--- src/rtl/uart_8n1_rx_controller_pkg.sv ---
// uart_8n1_pkg: shared types and constants for the 8N1 receive controller.
//   state_t      controller FSM states
//   OVERSAMPLE   clock pulses per bit time
//   FRAME_BITS   bits per 8N1 frame (start + 8 data + stop)
//   ERR_COUNT_W  width of the saturating frame-error counter
package uart_8n1_pkg;

    typedef enum logic [2:0] {IDLE, ARM, WAIT_BUSY, RUN, HOLDOFF} state_t;

    localparam int OVERSAMPLE  = 16;
    localparam int FRAME_BITS  = 10;
    localparam int ERR_COUNT_W = 8;

    function automatic logic [ERR_COUNT_W-1:0] sat_inc(input logic [ERR_COUNT_W-1:0] v);
        return (&v) ? v : v + 1'b1;
    endfunction

endpackage

--- src/rtl/uart_8n1_rx_controller_if.sv ---
// uart_8n1_rx_controller_if: bundle of RX line, receiver handshake and byte-consumer signals.
//   enable/rx/status_clear   control and raw line into the controller
//   recv_read/busy/error/data handshake with the 8N1 receiver
//   out_data/valid/ready      first-word fall-through byte stream to the consumer
//   fifo_level/overflow/err_count status
//   slave  = controller side, master = environment side
interface uart_8n1_rx_controller_if #(parameter int DEPTH = 8);
    import uart_8n1_pkg::*;

    logic                    enable;
    logic                    rx;
    logic                    recv_read;
    logic                    recv_busy;
    logic                    recv_error;
    logic [7:0]              recv_data;
    logic [7:0]              out_data;
    logic                    out_valid;
    logic                    out_ready;
    logic [$clog2(DEPTH):0]  fifo_level;
    logic                    overflow;
    logic [ERR_COUNT_W-1:0]  err_count;
    logic                    status_clear;

    modport slave (
        input  enable, rx, recv_busy, recv_error, recv_data, out_ready, status_clear,
        output recv_read, out_data, out_valid, fifo_level, overflow, err_count
    );

    modport master (
        output enable, rx, recv_busy, recv_error, recv_data, out_ready, status_clear,
        input  recv_read, out_data, out_valid, fifo_level, overflow, err_count
    );

endinterface

--- src/rtl/uart_8n1_rx_controller_fifo.sv ---
// uart_rx_fifo: first-word fall-through byte FIFO with level and sticky overflow.
//   clk_baud_16x, reset  clock and synchronous active-high reset
//   i_push, i_data       write request and byte
//   i_pop                read request, ignored while empty
//   i_clear              clears the sticky overflow flag
//   o_data, o_valid      head byte and not-empty flag
//   o_level              bytes stored
//   o_overflow           a push was dropped because the FIFO was full
module uart_rx_fifo #(
    parameter int DEPTH = 8,
    parameter int WIDTH = 8
) (
    input  logic                     clk_baud_16x,
    input  logic                     reset,
    input  logic                     i_push,
    input  logic [WIDTH-1:0]         i_data,
    input  logic                     i_pop,
    input  logic                     i_clear,
    output logic [WIDTH-1:0]         o_data,
    output logic                     o_valid,
    output logic [$clog2(DEPTH):0]   o_level,
    output logic                     o_overflow
);
    localparam int AW = $clog2(DEPTH);

    logic [WIDTH-1:0] r_mem [DEPTH];
    logic [AW-1:0]    r_wr;
    logic [AW-1:0]    r_rd;
    logic [AW:0]      r_level;
    logic             r_overflow;
    logic             w_pop;
    logic             w_wr;

    assign w_pop = i_pop && r_level != '0;
    // a pop in the same cycle frees the slot, so a push into a full FIFO still lands
    assign w_wr  = i_push && (r_level != (AW+1)'(DEPTH) || w_pop);

    always_ff @(posedge clk_baud_16x) begin
        if (w_wr) r_mem[r_wr] <= i_data;
    end

    always_ff @(posedge clk_baud_16x) begin
        if (reset) begin
            r_wr       <= '0;
            r_rd       <= '0;
            r_level    <= '0;
            r_overflow <= 1'b0;
        end else begin
            if (w_wr) r_wr <= r_wr + 1'b1;
            if (w_pop) r_rd <= r_rd + 1'b1;
            r_level    <= r_level + {{AW{1'b0}}, w_wr} - {{AW{1'b0}}, w_pop};
            r_overflow <= i_clear ? 1'b0 : (r_overflow || (i_push && !w_wr));
        end
    end

    assign o_data     = r_mem[r_rd];
    assign o_valid    = r_level != '0;
    assign o_level    = r_level;
    assign o_overflow = r_overflow;

endmodule

--- src/rtl/uart_8n1_rx_controller.sv ---
// uart_8n1_rx_controller: arms the 8N1 receiver, queues good bytes, counts frame errors
// and waits for a quiet line before re-arming after an error.
//   clk_baud_16x  16x-baud clock
//   reset         synchronous active-high reset, shared with the receiver
//   bus           uart_8n1_rx_controller_if slave: control, receiver handshake, byte stream, status
module uart_8n1_rx_controller
    import uart_8n1_pkg::*;
#(
    parameter int DEPTH     = 8,
    parameter int IDLE_BITS = FRAME_BITS
) (
    input  logic                        clk_baud_16x,
    input  logic                        reset,
    uart_8n1_rx_controller_if.slave     bus
);
    localparam int HOLD_CYC = IDLE_BITS * OVERSAMPLE;
    localparam int HW       = $clog2(HOLD_CYC + 1);

    state_t                 r_state;
    logic                   r_sync1;
    logic                   r_sync2;
    logic                   r_recv_read;
    logic                   r_wait;
    logic [HW-1:0]          r_hold;
    logic [ERR_COUNT_W-1:0] r_err_count;
    logic                   w_done;
    logic                   w_push;

    // first RUN cycle with busy low carries the finished frame's data and error flag
    assign w_done = r_state == RUN && !bus.recv_busy;
    assign w_push = w_done && !bus.recv_error;

    always_ff @(posedge clk_baud_16x) begin
        if (reset) begin
            r_sync1 <= 1'b1;
            r_sync2 <= 1'b1;
        end else begin
            r_sync1 <= bus.rx;
            r_sync2 <= r_sync1;
        end
    end

    always_ff @(posedge clk_baud_16x) begin
        if (reset) begin
            r_state     <= IDLE;
            r_recv_read <= 1'b0;
            r_wait      <= 1'b0;
            r_hold      <= '0;
            r_err_count <= '0;
        end else begin
            r_recv_read <= 1'b0;
            case (r_state)
                IDLE: begin
                    if (bus.enable) begin
                        r_state     <= ARM;
                        r_recv_read <= 1'b1;
                    end
                end
                ARM: begin
                    r_wait  <= 1'b0;
                    r_state <= bus.enable ? WAIT_BUSY : IDLE;
                end
                WAIT_BUSY: begin
                    if (bus.recv_busy) begin
                        r_state <= RUN;
                    end else if (!bus.enable) begin
                        r_state <= IDLE;
                    end else if (r_wait) begin
                        r_state     <= ARM;
                        r_recv_read <= 1'b1;
                    end else begin
                        r_wait <= 1'b1;
                    end
                end
                RUN: begin
                    if (!bus.recv_busy) begin
                        if (bus.recv_error) begin
                            r_state <= HOLDOFF;
                            r_hold  <= '0;
                        end else if (bus.enable) begin
                            r_state     <= ARM;
                            r_recv_read <= 1'b1;
                        end else begin
                            r_state <= IDLE;
                        end
                    end
                end
                HOLDOFF: begin
                    if (!bus.enable) begin
                        r_state <= IDLE;
                    end else if (!r_sync2) begin
                        r_hold <= '0;
                    end else if (r_hold == HW'(HOLD_CYC - 1)) begin
                        r_state     <= ARM;
                        r_recv_read <= 1'b1;
                        r_hold      <= '0;
                    end else begin
                        r_hold <= r_hold + 1'b1;
                    end
                end
                default: r_state <= IDLE;
            endcase
            if (bus.status_clear) r_err_count <= '0;
            else if (w_done && bus.recv_error) r_err_count <= sat_inc(r_err_count);
        end
    end

    // the ARM-cycle pulse is gated so dropping enable in that cycle issues no read
    assign bus.recv_read = r_recv_read && bus.enable;
    assign bus.err_count = r_err_count;

    uart_rx_fifo #(
        .DEPTH(DEPTH),
        .WIDTH(8)
    ) u_fifo (
        .clk_baud_16x(clk_baud_16x),
        .reset(reset),
        .i_push(w_push),
        .i_data(bus.recv_data),
        .i_pop(bus.out_ready),
        .i_clear(bus.status_clear),
        .o_data(bus.out_data),
        .o_valid(bus.out_valid),
        .o_level(bus.fifo_level),
        .o_overflow(bus.overflow)
    );

endmodule
--- src/flat_wrapper.sv ---
// flat-port wrapper written by rule: the top's interface ports become plain ports
module uart_8n1_rx_controller_flat import uart_8n1_pkg::*;
#(
    parameter int DEPTH     = 8,
    parameter int IDLE_BITS = FRAME_BITS
)
  (clk_baud_16x, reset, bus_enable, bus_rx, bus_recv_busy, bus_recv_error, bus_recv_data, bus_out_ready, bus_status_clear, bus_recv_read, bus_out_data, bus_out_valid, bus_fifo_level, bus_overflow, bus_err_count);
  uart_8n1_rx_controller_if #(.DEPTH(DEPTH)) bus_i ();
  input  logic clk_baud_16x;
  input  logic reset;
  input wire logic [$bits(bus_i.enable)-1:0] bus_enable;
  input wire logic [$bits(bus_i.rx)-1:0] bus_rx;
  input wire logic [$bits(bus_i.recv_busy)-1:0] bus_recv_busy;
  input wire logic [$bits(bus_i.recv_error)-1:0] bus_recv_error;
  input wire logic [$bits(bus_i.recv_data)-1:0] bus_recv_data;
  input wire logic [$bits(bus_i.out_ready)-1:0] bus_out_ready;
  input wire logic [$bits(bus_i.status_clear)-1:0] bus_status_clear;
  output wire logic [$bits(bus_i.recv_read)-1:0] bus_recv_read;
  output wire logic [$bits(bus_i.out_data)-1:0] bus_out_data;
  output wire logic [$bits(bus_i.out_valid)-1:0] bus_out_valid;
  output wire logic [$bits(bus_i.fifo_level)-1:0] bus_fifo_level;
  output wire logic [$bits(bus_i.overflow)-1:0] bus_overflow;
  output wire logic [$bits(bus_i.err_count)-1:0] bus_err_count;
  assign bus_i.enable = bus_enable;
  assign bus_i.rx = bus_rx;
  assign bus_i.recv_busy = bus_recv_busy;
  assign bus_i.recv_error = bus_recv_error;
  assign bus_i.recv_data = bus_recv_data;
  assign bus_i.out_ready = bus_out_ready;
  assign bus_i.status_clear = bus_status_clear;
  assign bus_recv_read = bus_i.recv_read;
  assign bus_out_data = bus_i.out_data;
  assign bus_out_valid = bus_i.out_valid;
  assign bus_fifo_level = bus_i.fifo_level;
  assign bus_overflow = bus_i.overflow;
  assign bus_err_count = bus_i.err_count;
  uart_8n1_rx_controller #(.DEPTH(DEPTH), .IDLE_BITS(IDLE_BITS)) u_core (.clk_baud_16x(clk_baud_16x), .reset(reset), .bus(bus_i));
endmodule
--- config.mk ---
export PLATFORM = sky130hd
export DESIGN_NAME = uart_8n1_rx_controller_flat
export DESIGN_NICKNAME = d
export VERILOG_FILES = /design/src/rtl/uart_8n1_rx_controller_pkg.sv /design/src/rtl/uart_8n1_rx_controller_if.sv /design/src/rtl/uart_8n1_rx_controller_fifo.sv /design/src/rtl/uart_8n1_rx_controller.sv /design/src/flat_wrapper.sv
export SDC_FILE = /design/constraint.sdc
export NUM_CORES = 1
export LEC_CHECK = 0
export CAP_MARGIN = 20
export CELL_PAD_IN_SITES_DETAIL_PLACEMENT = 0
export CELL_PAD_IN_SITES_GLOBAL_PLACEMENT = 1
export CORE_ASPECT_RATIO = 0.75
export CORE_MARGIN = 3
export CORE_UTILIZATION = 30
export DETAILED_ROUTE_END_ITERATION = 6
export PLACE_DENSITY = 0.61
export REMOVE_ABC_BUFFERS = 1
export SYNTH_ARGS = -nofsm -noshare
export SYNTH_HDL_FRONTEND = slang
export SYNTH_HIERARCHICAL = 1
export SYNTH_SLANG_ARGS = --single-unit
--- constraint.sdc ---
create_clock -name clk_baud_16x -period 5.4 [get_ports clk_baud_16x]
set_clock_uncertainty 0.2 [all_clocks]
set_input_delay 1.08 -clock clk_baud_16x [delete_from_list [all_inputs] [get_ports clk_baud_16x]]
set_output_delay 1.08 -clock clk_baud_16x [all_outputs]
set_load 0.01 [all_outputs]
==> reports/qor.csv <==
stage,metric,value,unit
status,status,"finished, final reports clean",
route,drt_iter0_markers,258,
worst_setup_path,critPathKind,reg2out,
route,viasPerCell,5.02,
clock_network,insertion_delay,350,ps
sta,layout_setup_ws,1370,ps
floorplanning,start_util,31.2,%
global_routing,grt_pass1_wl,15.5,mm
placement,place_inst,572,
floorplanning,design.core.area,14700,sq um
power,p_per_area,353,nW/um^2
floorplanning,rows,38,
floorplanning,io_pins,39,
global_routing,grt_max_degree,23,
sta,post-route-period-util,74.6,%
sta,period_minus_slack,4030,ps
placement,port_buffers,38,
worst_setup_path,startpoint_type,flip-flop,
sta,setup_viol,0,
finish,areaGrowthSynthToFinish,20.9,%
clock_network,numClockSinks,101,
finish,drive_gt1_share,13.6,%
worst_setup_path,crit_required,4120,ps
finish,final.fill_count,1382,
finish,register_area,2660,sq um
sta,fmax,248,MHz
sta,rsz0062_at_grt,no,
sta,hold_viol_final,0,
power,vdd_drop_max,137,uV
global_routing,grt.total_usage,11.8,%
synthesis,yosysTopAreaCellShare,42.0,%
synthesis,netlist_instances,346,
clock_network,clockBufferDepth,2,
route,ant_nets,0,
sta,drv_slew,0,
sta,tightest_slew,1070,ps
synthesis,ys_types,62,
synthesis,synth-seq-cells,101,
clock_network,cts_resized,0,
clock_network,ctsHtreeMaxLevel,3,
floorplanning,die_h,113,um
synthesis,synth_warnings,6,
synthesis,avgSynthCellArea,13.2,sq um
placement,dp_hpwl,6.37,mm
hold_path,hp-class,reg2reg,
power,p_leak,1.78,nW
run,maxCapViolations,0,
finish,fin_cells,590,
route,drc_errors,0,
route,routed_wl,9.53,mm
placement,gp_congestion,0.774,
finish,final_common_cell,edfxtp_1,
finish,layout_common_cells,"edfxtp_1 (64), clkdlybuf4s50_1 (38), dfxtp_1 (37), a21oi_1 (21)",
finish,fin_util,37.7,%
finish,n_antenna_cell,0,
sta,maxSlewHeadroom,28.3,%
worst_setup_path,end_kind,output pin,
synthesis,synth_top_area_cell,edfxtp_1,
synthesis,synthTopCellsByArea,"edfxtp_1 (42%), dfxtp_1 (16%), mux4_1 (8.6%), ha_1 (2.5%), a21oi_1 (2.3%)",
route,drt-pass1-iter-count,7,
synthesis,ys_seq_area_share,58.2,%
sta,tns,0,ps
clock_network,clk_pin_slew,70,ps
clock_network,cts_tree,built,
global_routing,grt_pass1_vias,2882,
global_routing,gr-total-overflow,0,
synthesis,synth_area,4580,sq um
route,vias,2962,
clock_network,cts_hold_buf,0,
finish,multi_input_area,1800,sq um
synthesis,synth_edf_count,64,
clock_network,cts-root-buf,clkbuf_16,
worst_setup_path,cp_data_arrival_time,2750,ps
worst_setup_path,cp_max_fo,16,
synthesis,async_flop_share,0,%
placement,pre_cts_ws,1310,ps
floorplanning,die_w,149,um
global_routing,antenna_found_initial,0,
synthesis,synthFlopType,edfxtp_1,
finish,nets,411,
clock_network,post_cts_buffers,0,
route,wl_per_cell,16.1,um
floorplanning,fp.dieArea,16800,sq um
sta,hold_slack,231,ps
clock_network,cts_buffers,9,
[layer usage]
metal / vias to the layer above / track usage, % / wire [um] / share of wire [%]
met5: - / 0 / 0 / 0
li1: 1452 / - / - / -
met3: 8 / 3.32 / 342 / 3.6
met4: 0 / 3.32 / 109 / 1.1
met2: 44 / 18.0 / 4330 / 45
met1: 1458 / 16.6 / 4740 / 50
[path summary, 6_finish.rpt]
kind / cells after the start / start / slack, ps / end
worst min-delay path: 1 / u_core/r_sync1$_SDFF_PP1_ / 230 / u_core/r_sync2$_SDFF_PP1_
worst min register to register: 1 / u_core/r_sync1$_SDFF_PP1_ / 230 / u_core/r_sync2$_SDFF_PP1_
worst max-delay path: 3 / flip-flop / 1370 / bus_out_data[7]
worst max register to register: 5 / u_core/r_state[1]$_SDFFE_PP0P_ / 2510 / u_core/u_fifo/r_mem[5][5]$_DFFE_PP_
[synthesized netlist by cell type (2+ instances only)]
master,n
buf_2,3
nor3b_1,5
a21oi_1,21
nor2b_1,7
mux4_1,15
a211oi_1,2
or3_1,5
and3_1,5
nand4_1,7
nand2b_1,4
or2_2,5
inv_1,12
o21bai_1,2
nand3_1,8
nor3_1,8
edfxtp_1,64
clkbuf_1,12
dfxtp_1,37
or4_1,6
o21ai_0,15
nor4_1,4
nor4b_1,4
nor4bb_1,3
nand4bb_1,3
nand2_1,15
o31ai_1,4
a221oi_1,3
nand3b_1,2
buf_1,2
ha_1,9
mux2_2,8
nor2_1,13
a31oi_1,4
[kinds of logic (layout without fill, tap and decap cells)]
| family | after synthesis | count (layout) | share of synthesized area [%] |
|---|---|---|---|
| AOI/OAI and AO/OA | 64 | 64 | 8.86 |
| xor gates and xnor gates | 2 | 2 | 0.383 |
| adders and majority gates | 10 | 10 | 2.90 |
| buffers and inverters | 31 | 75 | 3.14 |
| DFF | 101 | 101 | 58.2 |
| muxes | 24 | 24 | 11.1 |
| and+or+nand+nor | 114 | 114 | 15.5 |
[sequential cells by signal, summed over array words and instances (netlist names), named ones only]
name,flops
u_core/bus.err_count,8
u_core/r_hold,8
u_core/r_recv_read,1
u_core/r_state,3
u_core/r_sync1,1
u_core/r_sync2,1
u_core/r_wait,1
u_core/u_fifo/o_level,4
u_core/u_fifo/o_overflow,1
u_core/u_fifo/r_mem,64
u_core/u_fifo/r_rd,3
u_core/u_fifo/r_wr,3
[area by class of cell]
type / instances / share of cell area (%)
well taps: 200 / 4.52
clock inverters: 7 / 1.45
clock buffers: 9 / 4.07
inverters: 12 / 0.814
multi-input cells: 214 / 32.6
repair buffers: 47 / 8.46
flip-flops and latches: 101 / 48.1
[where the power goes]
part | internal (mW) | total, mW | switching, mW
Clock | 0.367 | 0.664 | 0.297
Sequential | 0.847 | 0.901 | 0.0538
Combinational | 0.209 | 0.387 | 0.177
Total | 1.42 | 1.95 | 0.528
[metrics by stage]
stage | total power [mW] | instance area [sq um]
floorplan | 1.14 | 4480
global placement | 1.31 | 5180
detailed placement | 1.31 | 5210
CTS | 1.99 | 5520
global route | 2.07 | 5530
finish | 1.95 | 5530
[critical path: stages (launching register included)]
cell	delay, ps
dfxtp_1	950
mux4_1	680
mux2_2	290
clkdlybuf4s50_1	480
Note: power is estimated with default switching activity, not from simulation.
